File: src/rtl/par_rx_handshake_if.sv
// Signal bundle between the parallel-link receive controller and its surroundings:
// the remote-side request/data/ack and the downstream valid/ready word port plus error flags.
interface par_rx_handshake_if #(
    parameter int DATA_W = 8,
    parameter int CNT_W  = 16
);
    logic              req_sync;
    logic [DATA_W-1:0] rx_data;
    logic              ack_out;
    logic [DATA_W-1:0] out_data;
    logic              out_valid;
    logic              out_ready;
    logic              err_clr;
    logic              glitch_err;
    logic              timeout_err;
    logic [CNT_W-1:0]  frame_cnt;

    // slave: the receive controller itself
    modport slave (
        input  req_sync, rx_data, out_ready, err_clr,
        output ack_out, out_data, out_valid, glitch_err, timeout_err, frame_cnt
    );

    // master: transmitter model and downstream consumer
    modport master (
        output req_sync, rx_data, out_ready, err_clr,
        input  ack_out, out_data, out_valid, glitch_err, timeout_err, frame_cnt
    );
endinterface

File: src/rtl/par_rx_handshake.sv
// Receive-side 4-phase handshake controller: waits for a settled request, captures the
// parallel bus, acknowledges the transmitter and offers the word on a valid/ready port.
module par_rx_handshake #(
    parameter int DATA_W      = 8,
    parameter int SETTLE_CYC  = 2,
    parameter int TIMEOUT_CYC = 1024,
    parameter int CNT_W       = 16
) (
    input  logic              clk_dest,
    input  logic              rst_dest,
    par_rx_handshake_if.slave bus,
    output logic [1:0]        state_dbg
);

    localparam int SET_W = (SETTLE_CYC > 1) ? $clog2(SETTLE_CYC) : 1;
    localparam int TMO_W = $clog2(TIMEOUT_CYC + 1);

    typedef enum logic [1:0] {
        IDLE   = 2'd0,
        SETTLE = 2'd1,
        ACK_HI = 2'd2
    } state_t;

    state_t             state;
    logic [SET_W-1:0]   settle_cnt;
    logic [TMO_W-1:0]   tmo_cnt;

    assign state_dbg = state;

    // Downstream port: a word transfers on any edge where out_valid && out_ready are both 1;
    // out_valid then drops and out_data holds until the next capture. out_valid never
    // depends on out_ready, and the consumer may stall indefinitely.
    always_ff @(posedge clk_dest) begin
        if (rst_dest) begin
            state           <= IDLE;
            settle_cnt      <= '0;
            tmo_cnt         <= '0;
            bus.ack_out     <= 1'b0;
            bus.out_data    <= '0;
            bus.out_valid   <= 1'b0;
            bus.glitch_err  <= 1'b0;
            bus.timeout_err <= 1'b0;
            bus.frame_cnt   <= '0;
        end else begin
            if (bus.out_valid && bus.out_ready)
                bus.out_valid <= 1'b0;

            // Clear first so an error event later in this block overrides it
            if (bus.err_clr) begin
                bus.glitch_err  <= 1'b0;
                bus.timeout_err <= 1'b0;
            end

            case (state)
                IDLE: begin
                    bus.ack_out <= 1'b0;
                    // Gate uses the registered out_valid: a same-cycle consume opens it next cycle
                    if (bus.req_sync && !bus.out_valid) begin
                        state      <= SETTLE;
                        settle_cnt <= SET_W'(SETTLE_CYC - 1);
                    end
                end

                SETTLE: begin
                    if (!bus.req_sync) begin
                        state          <= IDLE;
                        bus.glitch_err <= 1'b1;
                    end else if (settle_cnt == '0) begin
                        bus.out_data  <= bus.rx_data;
                        bus.out_valid <= 1'b1;
                        bus.ack_out   <= 1'b1;
                        bus.frame_cnt <= bus.frame_cnt + CNT_W'(1);
                        tmo_cnt       <= '0;
                        state         <= ACK_HI;
                    end else begin
                        settle_cnt <= settle_cnt - SET_W'(1);
                    end
                end

                ACK_HI: begin
                    if (!bus.req_sync) begin
                        bus.ack_out <= 1'b0;
                        state       <= IDLE;
                    end else if (tmo_cnt != TMO_W'(TIMEOUT_CYC)) begin
                        // Flag only on the step that reaches the limit; ack is never forced low
                        tmo_cnt <= tmo_cnt + TMO_W'(1);
                        if (tmo_cnt == TMO_W'(TIMEOUT_CYC - 1))
                            bus.timeout_err <= 1'b1;
                    end
                end

                default: state <= IDLE;
            endcase
        end
    end

endmodule
File: src/flat_wrapper.sv
// flat-port wrapper written by rule: the top's interface ports become plain ports
module par_rx_handshake_flat 
#(
    parameter int DATA_W      = 8,
    parameter int SETTLE_CYC  = 2,
    parameter int TIMEOUT_CYC = 1024,
    parameter int CNT_W       = 16
)
  (clk_dest, rst_dest, state_dbg, bus_req_sync, bus_rx_data, bus_out_ready, bus_err_clr, bus_ack_out, bus_out_data, bus_out_valid, bus_glitch_err, bus_timeout_err, bus_frame_cnt);
  par_rx_handshake_if #(.DATA_W(DATA_W), .CNT_W(CNT_W)) bus_i ();
  input  logic clk_dest;
  input  logic rst_dest;
  output logic [1:0] state_dbg;
  input wire logic [$bits(bus_i.req_sync)-1:0] bus_req_sync;
  input wire logic [$bits(bus_i.rx_data)-1:0] bus_rx_data;
  input wire logic [$bits(bus_i.out_ready)-1:0] bus_out_ready;
  input wire logic [$bits(bus_i.err_clr)-1:0] bus_err_clr;
  output wire logic [$bits(bus_i.ack_out)-1:0] bus_ack_out;
  output wire logic [$bits(bus_i.out_data)-1:0] bus_out_data;
  output wire logic [$bits(bus_i.out_valid)-1:0] bus_out_valid;
  output wire logic [$bits(bus_i.glitch_err)-1:0] bus_glitch_err;
  output wire logic [$bits(bus_i.timeout_err)-1:0] bus_timeout_err;
  output wire logic [$bits(bus_i.frame_cnt)-1:0] bus_frame_cnt;
  assign bus_i.req_sync = bus_req_sync;
  assign bus_i.rx_data = bus_rx_data;
  assign bus_i.out_ready = bus_out_ready;
  assign bus_i.err_clr = bus_err_clr;
  assign bus_ack_out = bus_i.ack_out;
  assign bus_out_data = bus_i.out_data;
  assign bus_out_valid = bus_i.out_valid;
  assign bus_glitch_err = bus_i.glitch_err;
  assign bus_timeout_err = bus_i.timeout_err;
  assign bus_frame_cnt = bus_i.frame_cnt;
  par_rx_handshake #(.DATA_W(DATA_W), .SETTLE_CYC(SETTLE_CYC), .TIMEOUT_CYC(TIMEOUT_CYC), .CNT_W(CNT_W)) u_core (.clk_dest(clk_dest), .rst_dest(rst_dest), .bus(bus_i), .state_dbg(state_dbg));
endmodule
File: config.mk
export PLATFORM = sky130hd
export DESIGN_NAME = par_rx_handshake_flat
export DESIGN_NICKNAME = d
export VERILOG_FILES = /design/src/rtl/par_rx_handshake_if.sv /design/src/rtl/par_rx_handshake.sv /design/src/flat_wrapper.sv
export SDC_FILE = /design/constraint.sdc
export NUM_CORES = 1
export LEC_CHECK = 0
export BUFFER_PORTS_ARGS = -buffer_cell sky130_fd_sc_hd__buf_4
export CAP_MARGIN = 20
export CELL_PAD_IN_SITES_DETAIL_PLACEMENT = 2
export CELL_PAD_IN_SITES_GLOBAL_PLACEMENT = 2
export CORE_ASPECT_RATIO = 1.4
export CORE_UTILIZATION = 31
export CTS_CLUSTER_DIAMETER = 150
export CTS_CLUSTER_SIZE = 10
export DETAILED_ROUTE_END_ITERATION = 8
export PLACE_DENSITY_LB_ADDON = 0.1
export SYNTH_ARGS = -nofsm -noshare
export SYNTH_HDL_FRONTEND = slang
export SYNTH_SLANG_ARGS = --single-unit
File: constraint.sdc
create_clock -name clk_dest -period 2.51 [get_ports clk_dest]
set_input_delay 0.1255 -clock clk_dest [delete_from_list [all_inputs] [get_ports clk_dest]]
set_output_delay 0.1255 -clock clk_dest [all_outputs]
set_load 0.1 [all_outputs]
==> key figures, run 1 <==
STA
  – Min Hold Slack: about 70 ps
  – Final hold violation count: 0
  – Clk_skew: between 7 and 8 ps
  – Tmin final: about 2000 ps
  – Worst-margin pin slew: 580.3 ps
  – Crit share post-route: roughly 80%
  – Slew margin rel.: between 60% and 70%
  – Final setup vio count: 0
  – Final Max Slew Viols: 0
  – Setup TNS: 0 ps
  – RSZ-0062 raised after global routing: no
  – Upper clock frequency limit: between 500 and 600 MHz

Place
  – Post-DP HPWL: roughly 3900 um
  – # port buffers: 42
  – Area after DPL: between 0.002 and 0.0025 mm^2
  – GP Congestion: between 0.6 and 0.7
  – Placed cells: between 300 and 400

GRT
  – Grt total ovfl: 0
  – Largest net degree at the start of global routing: 43
  – First-pass GRT wire length: 8935 um
  – Vias in the first global route: 1836
  – Tot GR Track Use: between 10% and 20%
  – Antenna violations before repair: 0

Synth
  – Syn nets: 238
  – Yosys warns: 0
  – Post-synthesis sequential area ratio: ~44%
  – Post-Syn Instances: about 220
  – Synth area leaders: dfxtp_1 44%, nand2_1 6.2%, a21oi_1 5.0%, xnor2_1 4.2%, nor2_1 3.6%
  – Top-area cell type share of the netlist area: 44.47%
  – Count of cell types in the netlist: 36
  – Ys async rst share: 0%
  – Post-synth EDFFs: 0
  – Mapped cell area: roughly 0.0019 mm^2
  – Synth Flop Type: dfxtp_1
  – Syn avg cell area: 8.516 um^2
  – Post-synthesis register bit count: 42
  – Largest area contributor in the netlist: dfxtp_1

Finish
  – Area grow syn2layout: 25.81%
  – Post-route cell area: 0.002379 mm^2
  – N_diodes: 0
  – Leading cell type in the layout, fill and taps excluded: buf_4
  – Finished Layout Cells: between 300 and 400
  – Share of layout cells above drive strength 1: a little over a fifth
  – Nets: 280
  – Most used cells in the layout excluding fill and tap cells: 44 x buf_4, 42 x dfxtp_1, 31 x nand2_1

Worst setup path
  – Slowest cell on crit path: or4_1
  – Crit-path max FO: 7
  – Worst Setup Path Type: reg2reg
  – Kind of cell adding the most delay to the critical path: simple AND/OR/NAND/NOR gates
  – Max incr delay on CP: about 660 ps
  – Worst Path Arrival: ~2200 ps
  – Buf/Inv on CP: 1
  – Crit path launch type: flip-flop
  – Crit end category: flip-flop
  – Critical path required time: approximately 2700 ps
  – Critical path cell sequence: ha_1 > inv_1 > or4_1 > or3_1 > a21oi_1

Routing
  – DRT iter0 DRCs: 48
  – Remaining DRCs: 0
  – ANT nets after route: 0
  – Detailed Route WL: roughly 5500 um
  – WL per Instance: roughly 16 um
  – 1st-pass router iterations: 4
  – Avg Vias per Cell: about 5.3
  – Vias: 1791

Clock tree
  – CTS clock-pin slew for the worst setup and hold paths: around 80 ps
  – CTS Root Cell: clkbuf_8
  – CTS sink cnt: 42
  – CTS buffer count: 5
  – Worst-skew pair later-pin latency: ~300 ps
  – Hold buffer count at CTS: 0
  – Postcts setup bufs: 0
  – CTS tree: built
  – Post_cts resized: 0
  – Max H-tree Level: 2
  – CTS Buffer Depth: 2

Die
  – Die ar.: ~0.0064 mm^2
  – Die height: about 94 um
  – Top Ports: 43
  – Initial Util: approximately a third
  – Total core area: a little under 0.006 mm^2
  – Site Rows: 33
  – Die Span X: 68 um

Power and ir drop
  – Lkg Pwr: 0.0009164 uW
  – Maximum vdd ir drop: 0.2474 mV
  – Pwr/cell area: around 570 mW/mm^2

Run
  – Max-cap check violation count: 0

Min path
  – Worst hold path type: in2reg

Outcome
  – Status: finished, final reports clean
## kinds of logic (layout without fill, tap and decap cells)
kind of cell,after synthesis,count (layout),synth area share (%)
and+or+nand+nor,99,99,27.46
DFF,42,42,44.47
AOI/OAI and AO/OA,41,41,13.57
buffers and inverters,20,63,4.104
xor gates and xnor gates,10,10,4.633
muxes,7,7,3.772
adders and majority gates,3,3,1.986
## final timing paths
path	from	depth (start not counted)	endpoint	slack, ps
setup / recovery	u_core.bus.frame_cnt[0]	5	u_core.bus.frame_cnt[14]	550
hold / removal	bus_rx_data[2]	3	u_core.bus.out_data[2]	70
setup reg to reg	u_core.bus.frame_cnt[0]	5	u_core.bus.frame_cnt[14]	550
hold reg to reg	u_core.bus.out_data[0]	2	u_core.bus.out_data[0]	460
## through the flow
step / utilization (%) / setup WS (ps) / total power, uW
after detailed placement: 38.75 / 609.6 / 846.8
after CTS: 40.57 / 553.0 / 1391
after floorplan: - / 6.847 / 800.0
final: 40.57 / 554.3 / 1365
after global routing: 40.57 / 471.6 / 1430
after global placement: 38.75 / 690.2 / 843.7
## flip-flops by register name, summed over array words and instances (netlist names)
name                    count
u_core.bus.ack_out          1
u_core.bus.frame_cnt       16
u_core.bus.glitch_err       1
u_core.bus.out_data         8
u_core.bus.out_valid        1
u_core.bus.timeout_err      1
u_core.settle_cnt           1
u_core.state_dbg            2
u_core.tmo_cnt             11
## layout make-up
| type | count | area, um^2 |
|---|---|---|
| Clock buffer | 7 | 76.32 |
| Timing Repair Buffer | 44 | 330.3 |
| Clock inverter | 1 | 30.03 |
| Tap cell | 70 | 87.58 |
| Inverter | 11 | 41.29 |
| Sequential cell | 42 | 840.8 |
| Multi-Input combinational cell | 160 | 972.2 |
| Fill cell | 683 | 3485 |
## cells in the mapped netlist, drive strengths merged (2+ instances only)
master,number
nor2,18
nand3,9
xnor2,9
nand4,5
or4,2
or3,10
nand2,31
nor2b,2
nor3,5
inv,11
buf,2
and4,2
and3,4
nand2b,2
o2111ai,4
ha,3
dfxtp,42
a31oi,2
nor4,4
o21ai,7
a31o,2
a21oi,19
mux2i,6
clkbuf,7
o32a,2
a21boi,2
## worst reg2reg max path, stage by stage, from the launching register on
cell	delay (ps)
dfxtp_1	430
ha_1	180
inv_1	70
or4_1	660
or3_1	400
a21oi_1	150
## metal layers
layer	routed length (um)	part of all wire [%]	global-route usage, %
met1	2268	41	20.16
met2	2970	54	33.66
met3	151	2.7	4.106
met4	110	2.0	7.118
met5	0	0	0
## where the power goes
part	internal [uW]	switching (uW)	leakage (uW)	total, uW
registers	675	11.0	0.000339	686
clock network	298	239	0.0000524	537
logic	41.3	101	0.000525	142
No activity file was read; power rests on OpenSTA's default activity.
==> run 2, diff against run 1 <==
- clock period: 2.51 -> 1.9 ns (I/O delays scaled with it)
==> key figures, run 2 (synthesized netlist as in run 1, its figures left out) <==
GRT
  – Grt total ovfl: 0
  – Vias in the first global route: slightly below 2000
  – Tot GR Track Use: around a fifth
  – Grt met3 use: 2.899%
  – Antenna violations before repair: 0
  – Most Crowded Layer GR: met2
  – GR Layer Usage met1: 21.39%
  – First-pass GRT wire length: roughly 9400 um
  – GRT met2 Usage: a little over a third
  – Largest net degree at the start of global routing: 43

STA
  – Tmin final: roughly 1800 ps
  – Clk_skew: 8.946 ps
  – Worst-margin pin slew: between 500 and 600 ps
  – Upper clock frequency limit: between 500 and 600 MHz
  – Final setup vio count: 0
  – Crit share post-route: 93.72%
  – Final hold violation count: 0
  – Slew margin rel.: between 60 and 70%
  – Setup ws final: ~120 ps
  – Final Max Slew Viols: 0
  – Setup TNS: 0 ps
  – RSZ-0062 raised after global routing: no

Place
  – DP Worst Slack: approximately 56 ps
  – GP Congestion: around 0.73
  – Post-DP HPWL: 3990 um
  – Placed cells: roughly 340
  – # port buffers: 42

Die
  – Top Ports: 43
  – Die ar.: 0.006419 mm^2
  – Die Span X: roughly 70 um
  – Site Rows: 33
  – Die height: about 94 um
  – Initial Util: approximately a third
  – Total core area: ~0.0059 mm^2

Power and ir drop
  – Sw power: roughly 470 uW
  – Pint: ~1500 uW
  – Pwr/cell area: 771.7 mW/mm^2
  – Maximum vdd ir drop: about 0.36 mV
  – Seq pwr share: 45.4%
  – Net Sw Frac: a little under a quarter
  – Lkg Pwr: ~0.001 uW
  – Clock network power share: 44.7%
  – Tot Pwr: roughly 2000 uW
  – Logic gate share of total power: 9.9%

Finish
  – Sequential cell area: approximately 880 um^2
  – Share of layout cells above drive strength 1: a little under a third
  – Leading cell type in the layout, fill and taps excluded: buf_4
  – N_diodes: 0
  – Area grow syn2layout: 35.34%
  – Filler cells: 680
  – Most used cells in the layout excluding fill and tap cells: 54 x buf_4, 31 x nand2_1, 28 x dfxtp_1
  – Fin util: between 40% and 50%
  – Largest register FFs: 16
  – Finished Layout Cells: 345
  – Top flop regs: u_core.bus.frame_cnt x16, u_core.tmo_cnt x11, u_core.bus.out_data x8
  – Multi-input gate area in the final layout: 0.001003 mm^2
  – Nets: 290
  – Largest Register: u_core.bus.frame_cnt

Outcome
  – Status: finished, final reports clean

Worst setup path
  – Max incr delay on CP: 610 ps
  – Worst Setup Path Type: reg2reg
  – Crit end category: flip-flop
  – Slowest cell on crit path: or4_1
  – Crit path launch type: flip-flop
  – Critical path cell sequence: ha_4 > inv_1 > or4_1 > or3_1 > a21oi_1
  – Kind of cell adding the most delay to the critical path: simple AND/OR/NAND/NOR gates
  – Crit-path max FO: 6
  – Critical path required time: ~2100 ps
  – Buf/Inv on CP: 1
  – Worst Path Arrival: between 2000 and 2500 ps

Clock tree
  – Max H-tree Level: 2
  – CTS buffer count: 5
  – Hold buffer count at CTS: 0
  – Worst-skew pair later-pin latency: roughly 300 ps
  – CTS sink cnt: 42
  – CTS clock-pin slew for the worst setup and hold paths: around 90 ps
  – CTS tree: built
  – CTS Root Cell: clkbuf_8
  – CTS Buffer Depth: 2

Min path
  – Worst hold path type: in2reg

Routing
  – WL per Instance: 16.16 um
  – Avg Vias per Cell: 5.217
  – DRT iter0 DRCs: 63
  – 1st-pass router iterations: 4
  – ANT nets after route: 0
  – Remaining DRCs: 0
  – Vias: 1800
  – Detailed Route WL: approximately 5600 um

Run
  – Max-cap check violation count: 0
run 2: layout make-up:
| cell class | instances | area share, % |
|---|---|---|
| Multi-Input combinational cell | 160 | 39.22 |
| Sequential cell | 42 | 34.33 |
| Timing Repair Buffer | 54 | 15.84 |
| Tap cell | 70 | 3.423 |
| Clock buffer | 6 | 3.227 |
| Clock inverter | 2 | 2.347 |
| Inverter | 11 | 1.614 |
run 2: layer usage:
layer | vias to the layer above | part of all wire (%)
met3 | 4 | 1.8
met5 | - | 0
met2 | 22 | 55
met4 | 0 | 0.99
li1 | 890 | -
met1 | 884 | 42
run 2: worst paths after layout:
path | startpoint | end | slack, ps | cells past startpoint
worst max-delay path | u_core.bus.frame_cnt[0] | u_core.bus.frame_cnt[14] | 120 | 5
worst min-delay path | bus_rx_data[6] | u_core.bus.out_data[6] | 50 | 3
worst max register to register | u_core.bus.frame_cnt[0] | u_core.bus.frame_cnt[14] | 120 | 5
worst min register to register | u_core.bus.out_data[1] | u_core.bus.out_data[1] | 460 | 2
run 2: tightest hold or removal path, stage by stage:
cell and delay (ps):
buf_4 110, nand2_1 50, a21oi_1 50
run 2: power groups by stage:
stage	logic [uW]	registers, uW	clock network [uW]
after detailed placement	197	918	0
after global placement	195	917	0
final	195	897	883
after floorplan	58.4	990	0
after global routing	209	900	943
after CTS	198	898	915
run 2: timing repair:
item | in CTS | in global routing
resized for setup | 0 | 3
endpoints found under the setup margin | 0 | 9
hold endpoints to repair | 0 | 0
setup buffers | 0 | 0
run 2: metrics by stage:
| stage | area (um^2) | hold WS [ps] |
|---|---|---|
| 2_1_floorplan | 1941 | 231.0 |
| 3_3_place_gp | 2397 | 342.1 |
| 3_5_place_dp | 2397 | 355.3 |
| 4_1_cts | 2540 | 35.03 |
| 5_1_grt | 2559 | 42.38 |
| 6_report | 2559 | 45.59 |
==> run 3, diff against run 2 <==
- CELL_PAD_IN_SITES_DETAIL_PLACEMENT: 2 -> unset
- CELL_PAD_IN_SITES_GLOBAL_PLACEMENT: 2 -> unset
- CORE_UTILIZATION: 31 -> 40
- PLACE_DENSITY_LB_ADDON: 0.1 -> unset
==> key figures, run 3 (synthesized netlist as in run 1, its figures left out) <==
Clock tree
  – Postcts setup bufs: 0
  – Max H-tree Level: 2
  – CTS clock-pin slew for the worst setup and hold paths: 80 ps
  – CTS buffer count: 5
  – Hold buffer count at CTS: 0
  – CTS Buffer Depth: 2
  – CTS tree: built
  – CTS Root Cell: clkbuf_8
  – Worst-skew pair later-pin latency: around 290 ps
  – CTS sink cnt: between 40 and 50

Worst setup path
  – Max incr delay on CP: 570 ps
  – Crit end category: flip-flop
  – Crit path launch type: flip-flop
  – Worst Setup Path Type: reg2reg
  – Buf/Inv on CP: 0
  – Critical path required time: around 2100 ps
  – Worst Path Arrival: 1960 ps
  – Slowest cell on crit path: or4_4
  – Kind of cell adding the most delay to the critical path: simple AND/OR/NAND/NOR gates
  – Crit-path max FO: 9
  – Critical path cell sequence: nand4bb_4 > or4_4 > or3_1 > a21oi_1

GRT
  – Vias in the first global route: about 1600
  – Grt total ovfl: 0
  – Grt met3 use: 4.206%
  – First-pass GRT wire length: just over 7000 um
  – GRT met2 Usage: between 30 and 40%
  – Most Crowded Layer GR: met2
  – Largest net degree at the start of global routing: 43
  – GR Layer Usage met1: a little over a fifth
  – Tot GR Track Use: between 10% and 20%
  – Antenna violations before repair: 0

Routing
  – Avg Vias per Cell: about 5.2
  – DRT iter0 DRCs: 82
  – WL per Instance: roughly 13 um
  – Vias: 1714
  – 1st-pass router iterations: 4
  – Detailed Route WL: between 4000 and 5000 um
  – Remaining DRCs: 0
  – ANT nets after route: 0

Place
  – GP Congestion: ~0.74
  – Post-DP HPWL: roughly 3000 um
  – # port buffers: between 40 and 50
  – Placed cells: around 320
  – DP Worst Slack: 98.33 ps

STA
  – Min Hold Slack: 51.25 ps
  – Setup ws final: approximately 160 ps
  – Slew margin rel.: between 60% and 70%
  – Setup TNS: 0 ps
  – Crit share post-route: 91.65%
  – Final hold violation count: 0
  – Worst-margin pin slew: 537.8 ps
  – Clk_skew: roughly 10 ps
  – Upper clock frequency limit: ~570 MHz
  – Tmin final: around 1700 ps
  – Final setup vio count: 0
  – RSZ-0062 raised after global routing: no
  – Final Max Slew Viols: 0

Finish
  – Most used cells in the layout excluding fill and tap cells: 46 x buf_4, 31 x nand2_1, 27 x dfxtp_1
  – N_diodes: 0
  – Finished Layout Cells: ~330
  – Share of layout cells above drive strength 1: around 28%
  – Nets: about 280
  – Area grow syn2layout: 28.13%
  – Largest Register: u_core.bus.frame_cnt
  – Fin util: 53.41%
  – Top flop regs: u_core.bus.frame_cnt x16, u_core.tmo_cnt x11, u_core.bus.out_data x8
  – Filler cells: about 470
  – Largest register FFs: 16
  – Leading cell type in the layout, fill and taps excluded: buf_4

Run
  – Max-cap check violation count: 0

Die
  – Die height: about 83 um
  – Total core area: around 0.0045 mm^2
  – Die ar.: 0.005009 mm^2
  – Site Rows: 29
  – Top Ports: between 40 and 50
  – Die Span X: 60.11 um
  – Initial Util: 41.68%

Power and ir drop
  – Lkg Pwr: slightly above 0.0009 uW
  – Pwr/cell area: a little under 700 mW/mm^2
  – Maximum vdd ir drop: 0.4319 mV

Outcome
  – Status: finished, final reports clean

Min path
  – Worst hold path type: in2reg
run 3: changes by cell type in the layout (fill, tap and decap cells not counted), sizes merged:
| cell | before | now |
|---|---|---|
| buf | 54 | 46 |
| clkbuf | 6 | 8 |
| bufinv | 2 | 0 |
run 3: final cells by class:
cell class                 count  area [um^2]  area share [%]
multi-input combinational    160        988.4           40.81
sequential                    42        879.6           36.31
timing repair buffer          46        345.3           14.26
clock buffer                   8        90.09           3.719
tap                           62        77.57           3.202
inverter                      11        41.29           1.705
run 3: metrics by stage:
stage	instance area (um^2)	total power, uW
detailed placement	2327	1104
global route	2422	1738
floorplan	1941	1049
finish	2422	1661
global placement	2327	1104
CTS	2417	1686
run 3: final timing paths:
check / from / endpoint / slack, ps / cells past startpoint
max: u_core.state_dbg[1] / u_core.bus.frame_cnt[14] / 160 / 4
min: bus_rx_data[1] / u_core.bus.out_data[1] / 50 / 3
max reg2reg: u_core.state_dbg[1] / u_core.bus.frame_cnt[14] / 160 / 4
min reg2reg: u_core.bus.out_data[7] / u_core.bus.out_data[7] / 460 / 2
run 3: metal layers:
layer / vias up / wire length [um]
met5: - / 0
met4: 0 / 44
met3: 4 / 105
met2: 25 / 2283
met1: 805 / 1795
li1: 880 / -
run 3: where the power goes:
group	switching, uW	total (uW)	internal (uW)	leakage, uW
Combinational	127	183	55.8	0.000533
Clock	283	579	296	0.0000455
Sequential	14.7	898	884	0.000349
Total	425	1660	1240	0.000928
run 3: repair_timing:
| action | 4_1_cts | 5_1_grt |
|---|---|---|
| endpoints found under the hold margin | 0 | 0 |
| endpoints found under the setup margin | 0 | 2 |
| gates resized for setup | 0 | 2 |
run 3: tightest hold or removal path, delay by kind of cell:
family,cells,cell delay [ps]
buffers and inverters,1,110
AO/OA/AOI/OAI,1,50
AND/OR/NAND/NOR,1,50
